==> src/rtl/pcie_tlp_pkg.sv <==
// Shared TLP encodings, TRN remainder codes and the initiator state type.
package pcie_tlp_pkg;

  localparam logic [6:0] FMT_TYPE_MWR32 = 7'b10_00000;
  localparam logic [6:0] FMT_TYPE_CPLD  = 7'b10_01010;

  localparam logic [7:0] TRN_REM_BOTH  = 8'h00;
  localparam logic [7:0] TRN_REM_UPPER = 8'h0F;

  typedef enum logic [2:0] {
    StIdle,
    StCalc,
    StWaitData,
    StHdr,
    StAddr,
    StData,
    StNext
  } mwr_state_e;

  // Host memory is little-endian; TRN carries DW bytes in wire order.
  function automatic logic [31:0] swap_dwb(input logic [31:0] d);
    return {d[7:0], d[15:8], d[23:16], d[31:24]};
  endfunction

endpackage

==> src/rtl/pcie_mwr_initiator_if.sv <==
// TRN TX local-link between the MWr initiator and the endpoint core.
interface pcie_mwr_initiator_if;
  logic [63:0] trn_td;
  logic [7:0]  trn_trem_n;
  logic        trn_tsof_n;
  logic        trn_teof_n;
  logic        trn_tsrc_rdy_n;
  logic        trn_tdst_rdy_n;

  modport master (
    output trn_td, trn_trem_n, trn_tsof_n, trn_teof_n, trn_tsrc_rdy_n,
    input  trn_tdst_rdy_n
  );

  modport slave (
    input  trn_td, trn_trem_n, trn_tsof_n, trn_teof_n, trn_tsrc_rdy_n,
    output trn_tdst_rdy_n
  );
endinterface

==> src/rtl/pcie_dwfifo.sv <==
// DWORD FIFO: single-DW push, 0/1/2-DW pop, two-entry peek, async-reset flush.
module pcie_dwfifo #(
  parameter int unsigned AddrWidth = 6
) (
  input  logic                 clk_i,
  input  logic                 rst_ni,
  input  logic                 wr_en_i,
  input  logic [31:0]          wr_data_i,
  input  logic [1:0]           pop_i,
  output logic                 full_o,
  output logic [AddrWidth:0]   cnt_o,
  output logic [31:0]          rd_data0_o,
  output logic [31:0]          rd_data1_o
);
  localparam int unsigned Depth = 2 ** AddrWidth;

  logic [31:0]          mem_q [Depth];
  logic [AddrWidth-1:0] wr_ptr_q, rd_ptr_q;
  logic [AddrWidth:0]   cnt_q;
  logic                 push;

  assign full_o = (cnt_q == (AddrWidth + 1)'(Depth));
  assign push   = wr_en_i & ~full_o;
  assign cnt_o  = cnt_q;

  always_ff @(posedge clk_i or negedge rst_ni) begin
    if (!rst_ni) begin
      wr_ptr_q <= '0;
      rd_ptr_q <= '0;
      cnt_q    <= '0;
    end else begin
      if (push) wr_ptr_q <= wr_ptr_q + AddrWidth'(1);
      rd_ptr_q <= rd_ptr_q + AddrWidth'(pop_i);
      cnt_q    <= cnt_q + (AddrWidth + 1)'(push) - (AddrWidth + 1)'(pop_i);
    end
  end

  // Storage needs no reset: the pointers alone define what is valid.
  always_ff @(posedge clk_i) begin
    if (push) mem_q[wr_ptr_q] <= wr_data_i;
  end

  assign rd_data0_o = mem_q[rd_ptr_q];
  assign rd_data1_o = mem_q[rd_ptr_q + AddrWidth'(1)];

endmodule

==> src/rtl/pcie_mwr_initiator.sv <==
// Bus-master MWr32 TLP generator on the 64-bit TRN TX link.
// Optional MSI-on-done request enabled by defining MWR_DONE_IRQ_EN.
module pcie_mwr_initiator
  import pcie_tlp_pkg::*;
#(
  parameter int unsigned MAX_PAYLOAD_DW = 32,
  parameter int unsigned FIFO_AW        = 6
) (
  input  logic                clk,
  input  logic                sys_reset_n,
  input  logic                start,
  input  logic [29:0]         cmd_addr,
  input  logic [15:0]         cmd_len_dw,
  output logic                busy,
  output logic                done,
  input  logic                wr_en,
  input  logic [31:0]         wr_data,
  output logic                fifo_full,
  output logic [FIFO_AW:0]    fifo_cnt,
  input  logic [7:0]          cfg_bus_number,
  input  logic [4:0]          cfg_device_number,
  input  logic [2:0]          cfg_function_number,
  pcie_mwr_initiator_if.master trn
`ifdef MWR_DONE_IRQ_EN
  ,
  output logic                cfg_interrupt_n,
  input  logic                cfg_interrupt_rdy_n
`endif
);
  mwr_state_e  state_q, state_d;
  logic [29:0] addr_q, addr_d;
  logic [15:0] remain_q, remain_d;
  logic [10:0] len_q, len_d;
  logic [10:0] dw_left_q, dw_left_d;

  logic [1:0]  pop;
  logic [31:0] rd_data0, rd_data1;
  logic [10:0] to_bound, cap;
  logic [31:0] hdr_dw0, hdr_dw1;
  logic [63:0] td;
  logic [7:0]  trem_n;
  logic        sof_n, eof_n, src_rdy_n, accept, done_c;

  pcie_dwfifo #(
    .AddrWidth(FIFO_AW)
  ) u_fifo (
    .clk_i     (clk),
    .rst_ni    (sys_reset_n),
    .wr_en_i   (wr_en),
    .wr_data_i (wr_data),
    .pop_i     (pop),
    .full_o    (fifo_full),
    .cnt_o     (fifo_cnt),
    .rd_data0_o(rd_data0),
    .rd_data1_o(rd_data1)
  );

  assign accept   = ~src_rdy_n & ~trn.trn_tdst_rdy_n;
  assign to_bound = 11'd1024 - {1'b0, addr_q[9:0]};
  assign hdr_dw0  = {1'b0, FMT_TYPE_MWR32, 1'b0, 3'b000, 4'b0000, 1'b0, 1'b0, 2'b00, 2'b00,
                     len_q[9:0]};
  assign hdr_dw1  = {cfg_bus_number, cfg_device_number, cfg_function_number, 8'h00,
                     (len_q == 11'd1) ? 4'h0 : 4'hF, 4'hF};

  always_ff @(posedge clk or negedge sys_reset_n) begin
    if (!sys_reset_n) begin
      state_q   <= StIdle;
      addr_q    <= '0;
      remain_q  <= '0;
      len_q     <= '0;
      dw_left_q <= '0;
    end else begin
      state_q   <= state_d;
      addr_q    <= addr_d;
      remain_q  <= remain_d;
      len_q     <= len_d;
      dw_left_q <= dw_left_d;
    end
  end

  always_comb begin
    state_d   = state_q;
    addr_d    = addr_q;
    remain_d  = remain_q;
    len_d     = len_q;
    dw_left_d = dw_left_q;
    pop       = 2'd0;
    done_c    = 1'b0;
    td        = '0;
    trem_n    = TRN_REM_BOTH;
    sof_n     = 1'b1;
    eof_n     = 1'b1;
    src_rdy_n = 1'b1;
    cap       = (remain_q > 16'(MAX_PAYLOAD_DW)) ? 11'(MAX_PAYLOAD_DW) : remain_q[10:0];
    if (cap > to_bound) cap = to_bound;

    unique case (state_q)
      StIdle: begin
        if (start) begin
          addr_d   = cmd_addr;
          remain_d = cmd_len_dw;
          len_d    = '0;
          // Zero-length commands fall straight through to the done pulse.
          state_d  = (cmd_len_dw == 16'd0) ? StNext : StCalc;
        end
      end
      StCalc: begin
        len_d   = cap;
        state_d = StWaitData;
      end
      StWaitData: begin
        if (32'(fifo_cnt) >= 32'(len_q)) state_d = StHdr;
      end
      StHdr: begin
        src_rdy_n = 1'b0;
        sof_n     = 1'b0;
        td        = {hdr_dw0, hdr_dw1};
        if (accept) state_d = StAddr;
      end
      StAddr: begin
        src_rdy_n = 1'b0;
        td        = {addr_q, 2'b00, swap_dwb(rd_data0)};
        eof_n     = (len_q != 11'd1);
        if (accept) begin
          pop       = 2'd1;
          dw_left_d = len_q - 11'd1;
          state_d   = (len_q == 11'd1) ? StNext : StData;
        end
      end
      StData: begin
        src_rdy_n = 1'b0;
        eof_n     = (dw_left_q > 11'd2);
        if (dw_left_q >= 11'd2) begin
          td = {swap_dwb(rd_data0), swap_dwb(rd_data1)};
        end else begin
          td     = {swap_dwb(rd_data0), 32'h0};
          trem_n = TRN_REM_UPPER;
        end
        if (accept) begin
          pop       = (dw_left_q >= 11'd2) ? 2'd2 : 2'd1;
          dw_left_d = dw_left_q - 11'(pop);
          if (!eof_n) state_d = StNext;
        end
      end
      StNext: begin
        addr_d   = addr_q + {19'd0, len_q};
        remain_d = remain_q - {5'd0, len_q};
        if (remain_q == {5'd0, len_q}) begin
          done_c  = 1'b1;
          state_d = StIdle;
        end else begin
          state_d = StCalc;
        end
      end
      default: state_d = StIdle;
    endcase
  end

  assign busy               = (state_q != StIdle);
  assign done               = done_c;
  assign trn.trn_td         = td;
  assign trn.trn_trem_n     = trem_n;
  assign trn.trn_tsof_n     = sof_n;
  assign trn.trn_teof_n     = eof_n;
  assign trn.trn_tsrc_rdy_n = src_rdy_n;

`ifdef MWR_DONE_IRQ_EN
  logic irq_q;

  // A done while already pending just keeps the single request outstanding.
  always_ff @(posedge clk or negedge sys_reset_n) begin
    if (!sys_reset_n)              irq_q <= 1'b0;
    else if (done_c)               irq_q <= 1'b1;
    else if (!cfg_interrupt_rdy_n) irq_q <= 1'b0;
  end

  assign cfg_interrupt_n = ~irq_q;
`endif

endmodule

==> src/flat_wrapper.sv <==
// flat-port wrapper written by rule: the top's interface ports become plain ports
module pcie_mwr_initiator_flat import pcie_tlp_pkg::*;
#(
  parameter int unsigned MAX_PAYLOAD_DW = 32,
  parameter int unsigned FIFO_AW        = 6
)
  (clk, sys_reset_n, start, cmd_addr, cmd_len_dw, busy, done, wr_en, wr_data, fifo_full, fifo_cnt, cfg_bus_number, cfg_device_number, cfg_function_number, trn_trn_td, trn_trn_trem_n, trn_trn_tsof_n, trn_trn_teof_n, trn_trn_tsrc_rdy_n, trn_trn_tdst_rdy_n);
  pcie_mwr_initiator_if trn_i ();
  input  logic clk;
  input  logic sys_reset_n;
  input  logic start;
  input  logic [29:0] cmd_addr;
  input  logic [15:0] cmd_len_dw;
  output logic busy;
  output logic done;
  input  logic wr_en;
  input  logic [31:0] wr_data;
  output logic fifo_full;
  output logic [FIFO_AW:0] fifo_cnt;
  input  logic [7:0] cfg_bus_number;
  input  logic [4:0] cfg_device_number;
  input  logic [2:0] cfg_function_number;
  output wire logic [$bits(trn_i.trn_td)-1:0] trn_trn_td;
  output wire logic [$bits(trn_i.trn_trem_n)-1:0] trn_trn_trem_n;
  output wire logic [$bits(trn_i.trn_tsof_n)-1:0] trn_trn_tsof_n;
  output wire logic [$bits(trn_i.trn_teof_n)-1:0] trn_trn_teof_n;
  output wire logic [$bits(trn_i.trn_tsrc_rdy_n)-1:0] trn_trn_tsrc_rdy_n;
  input wire logic [$bits(trn_i.trn_tdst_rdy_n)-1:0] trn_trn_tdst_rdy_n;
  assign trn_trn_td = trn_i.trn_td;
  assign trn_trn_trem_n = trn_i.trn_trem_n;
  assign trn_trn_tsof_n = trn_i.trn_tsof_n;
  assign trn_trn_teof_n = trn_i.trn_teof_n;
  assign trn_trn_tsrc_rdy_n = trn_i.trn_tsrc_rdy_n;
  assign trn_i.trn_tdst_rdy_n = trn_trn_tdst_rdy_n;
  pcie_mwr_initiator #(.MAX_PAYLOAD_DW(MAX_PAYLOAD_DW), .FIFO_AW(FIFO_AW)) u_core (.clk(clk), .sys_reset_n(sys_reset_n), .start(start), .cmd_addr(cmd_addr), .cmd_len_dw(cmd_len_dw), .busy(busy), .done(done), .wr_en(wr_en), .wr_data(wr_data), .fifo_full(fifo_full), .fifo_cnt(fifo_cnt), .cfg_bus_number(cfg_bus_number), .cfg_device_number(cfg_device_number), .cfg_function_number(cfg_function_number), .trn(trn_i));
endmodule
==> config.mk <==
export PLATFORM = sky130hd
export DESIGN_NAME = pcie_mwr_initiator_flat
export DESIGN_NICKNAME = d
export VERILOG_FILES = /design/src/rtl/pcie_tlp_pkg.sv /design/src/rtl/pcie_mwr_initiator_if.sv /design/src/rtl/pcie_dwfifo.sv /design/src/rtl/pcie_mwr_initiator.sv /design/src/flat_wrapper.sv
export SDC_FILE = /design/constraint.sdc
export NUM_CORES = 2
export LEC_CHECK = 0
export ABC_CLOCK_PERIOD_IN_PS = 6900
export BUFFER_PORTS_ARGS = -buffer_cell sky130_fd_sc_hd__buf_2
export CAP_MARGIN = 10
export CORE_ASPECT_RATIO = 1.25
export CORE_MARGIN = 2
export CORE_UTILIZATION = 55
export CTS_BUF_LIST = sky130_fd_sc_hd__clkbuf_8
export DETAILED_ROUTE_END_ITERATION = 10
export HOLD_SLACK_MARGIN = 0.05
export PLACE_DENSITY_LB_ADDON = 0.12
export SKIP_CTS_REPAIR_TIMING = 1
export SLEW_MARGIN = 40
export SYNTH_ARGS = -nofsm -noshare
export SYNTH_HDL_FRONTEND = slang
export SYNTH_SLANG_ARGS = --single-unit
==> constraint.sdc <==
create_clock -name clk -period 6.9 [get_ports clk]
set_input_delay 0.69 -clock clk [delete_from_list [all_inputs] [get_ports clk]]
set_output_delay 0.69 -clock clk [all_outputs]
set_load 0.02 [all_outputs]
==> summary.md <==
| Metric | Value |
|---|---|
| Fill cell count | 13400 |
| Post-synth top flop | edfxtp_1 |
| Routed length per instance | 39.4 um |
| NumNets Final | 6247 |
| RSZ-0062 raised after global routing | false |
| Vias in the first global route | 63600 |
| Die Area | 189000 um^2 |
| H-Tree Depth | 5 |
| WP data arrival | 5.67 ns |
| Post-synthesis cell area | 102000 um^2 |
| CTS root buf | clkbuf_8 |
| Starting density of the core | 55.2% |
| CTS Buf Count | 348 |
| Asr flop ratio synth | 4.21% |
| Cell Area, Placed | 107000 um^2 |
| TNS Setup | 0 ns |
| Top cell type's share of synthesized area | 60.1% |
| IO Port Bufs | 179 |
| DRT Pass-1 Iters | 6 |
| Site Rows | 177 |
| Wire length of the first global-routing pass | 481000 um |
| Count of cell types in the netlist | 85 |
| All-Layer GR Usage | 36.4% |
| Synthesized flop and latch total | 2138 |
| Congestion Overflow GR | 0 |
| Die X | 390 um |
| Fin. Hold Viols | 0 |
| Post-route ant nets | 0 |
| DIE HEIGHT | 486 um |
| Normalized max-slew margin | 36.0% |
| CP Data Required Time | 6.21 ns |
| DRC | 0 |
| Final setup viols | 0 |
| Area contributors post-synth | edfxtp_1 (60%), mux4_2 (21%), mux2i_1 (3.1%) |
| Core area | 185000 um^2 |
| Met1 Use GR | 48.6% |
| GRT met2 Usage | 55.9% |
| Fin crit share | 92.2% |
| Synth-to-Final Area Change | 11.4% |
| Clk slew on worst S/H paths | 0.06 ns |
| Clock Skew | 0.0579 ns |
| Gr busiest metal | met2 |
| Max VDD drop | 0.583 mV |
| Final Critical Period | 6.36 ns |
| Setup crit start kind | register |
| Routability cong. | 0.967 |
| CTS tree | yes |
| Final core utilization | 61.5% |
| Design area | 114000 um^2 |
| Dpl ws | 1.78 ns |
| Max cap viols | 0 |
| Peak Freq | 0.157 GHz |
| Post-detail-place hpwl | 213000 um |
| Yosys warns | 0 |
| Outcome | completed |
| Sequential cell area fraction in the yosys report | 62.3% |
| Clock tree buffer depth | 4 |
| Post-synth top area cell | edfxtp_1 |
| Num ports | 184 |
| Final Power | 51.6 mW |
| Most frequent cell after synthesis | edfxtp_1 |
| Multi-input gate area in the final layout | 36500 um^2 |
| Routed WL | 345000 um |
| Share of cells above drive strength 1 | 31.3% |
| Type of destination of the critical path | primary output |
| Power density of the placed cells | 452 nW/um^2 |
| Crit Path Category | reg -> out |
| Worst Tran Pin Value | 0.960 ns |
| Setup WS post-layout | 0.536 ns |
| Routing usage on met3 | 10.7% |
| Initial antenna violation count | 26 |
| DR iter-0 viols | 10100 |
| Reg area | 63800 um^2 |
| Number of synthesized flops with an enable pin | 2048 |
| Pins Over Slew Limit | 0 |
| Post-synthesis cell count | 5683 |
| Average vias per placed instance | 7.40 |
| Worst-path fanout max | 26 |
| Largest net degree at the start of global routing | 117 |
| Pleak | 37.5 nW |
| HP Class | in -> reg |
| Via count | 64800 |
| Syn Area/Cell | 18.0 um^2 |
| Total number of clock tree sinks | 2138 |
| Worst-Skew Late Latency | 1.10 ns |
| Most common library cells after synthesis | edfxtp_1 (2048), mux4_2 (968), nand2_1 (412) |
[registers in the layout (all words and copies together), names as in the netlist]
register / count
u_core.u_fifo.cnt_o: 7
u_core.remain_q: 16
u_core.len_q: 11
u_core.u_fifo.mem_q: 2048
u_core.addr_q: 30
u_core.dw_left_q: 11
u_core.u_fifo.rd_ptr_q: 6
u_core.u_fifo.wr_ptr_q: 6
u_core.state_q: 3
[critical path, cell delays in order (launching register included)]
cell and delay [ns]:
dfrtp_4 0.72, ha_4 0.75, buf_4 0.55, mux4_2 0.58, mux4_2 0.46, a22oi_1 0.66
nand4_1 0.51, buf_2 0.32
[stage by stage]
step	hold slack, ns	cells
2_1_floorplan	0.394	5691
3_3_place_gp	0.495	8063
3_5_place_dp	0.505	8103
4_1_cts	-0.454	8693
5_1_grt	0.0546	8744
6_report	0.0624	8753
[kinds of logic after synthesis]
family,share of synthesized area [%]
AO/OA/AOI/OAI,5.30
XOR/XNOR,0.426
adder cells (fa/ha/maj),0.819
buffers and inverters,2.79
flip-flops,62.3
multiplexers,24.6
other,0.00367
AND/OR/NAND/NOR,3.77
[layout make-up]
| type | count | area share, % |
|---|---|---|
| Timing Repair Buffer | 486 | 3.77 |
| Clock inverter | 235 | 1.12 |
| Inverter | 48 | 0.160 |
| Sequential cell | 2138 | 55.9 |
| Multi-Input combinational cell | 3062 | 32.0 |
| Antenna cell | 13 | 0.0285 |
| Tap cell | 2416 | 2.65 |
| Clock buffer | 355 | 4.29 |
[worst paths after layout]
| kind | startpoint | cells after the start | slack (ns) | to |
|---|---|---|---|---|
| worst max-delay path | u_core.u_fifo.rd_ptr_q[0] | 7 | 0.54 | trn_trn_td[5] |
| worst min-delay path | cmd_addr[26] | 4 | 0.06 | u_core.addr_q[26] |
| worst max register to register | u_core.u_fifo.cnt_o[4] | 9 | 2.19 | u_core.u_fifo.mem_q[20][23] |
| worst min register to register | u_core.dw_left_q[0] | 2 | 0.52 | u_core.dw_left_q[0] |
| max in group asynchronous | sys_reset_n | 3 | 5.70 | u_core.remain_q[7] |
| min in group asynchronous | sys_reset_n | 2 | 0.16 | u_core.u_fifo.cnt_o[1] |
[cell usage in the layout (no fill, tap or decap), drive strengths merged, types with 59 or more instances in the layout]
master,synthesis,layout
dfrtp,90,90
a21oi,145,145
mux4,969,969
o21ai,100,100
o22ai,63,63
clkbuf,118,357
clkinv,1,126
buf,325,439
ha,59,59
a22oi,108,108
edfxtp,2048,2048
mux2i,312,312
inv,47,139
nor2,159,159
a211oi,86,86
nand2,413,413
nand3,109,109
[where the power goes]
group | total [mW] | switching [mW] | internal [mW]
Combinational | 25.7 | 14.6 | 11.1
Clock | 10.3 | 5.07 | 5.20
Sequential | 15.6 | 0.701 | 14.9
Total | 51.6 | 20.4 | 31.2
[metal layers]
metal  up-vias  wire length [um]
met5         -               268
met4        24             18700
met3       934             45600
met2      4883            160000
met1     34100            120000
li1      24800                 -
Power figures use the tool's default switching activity.
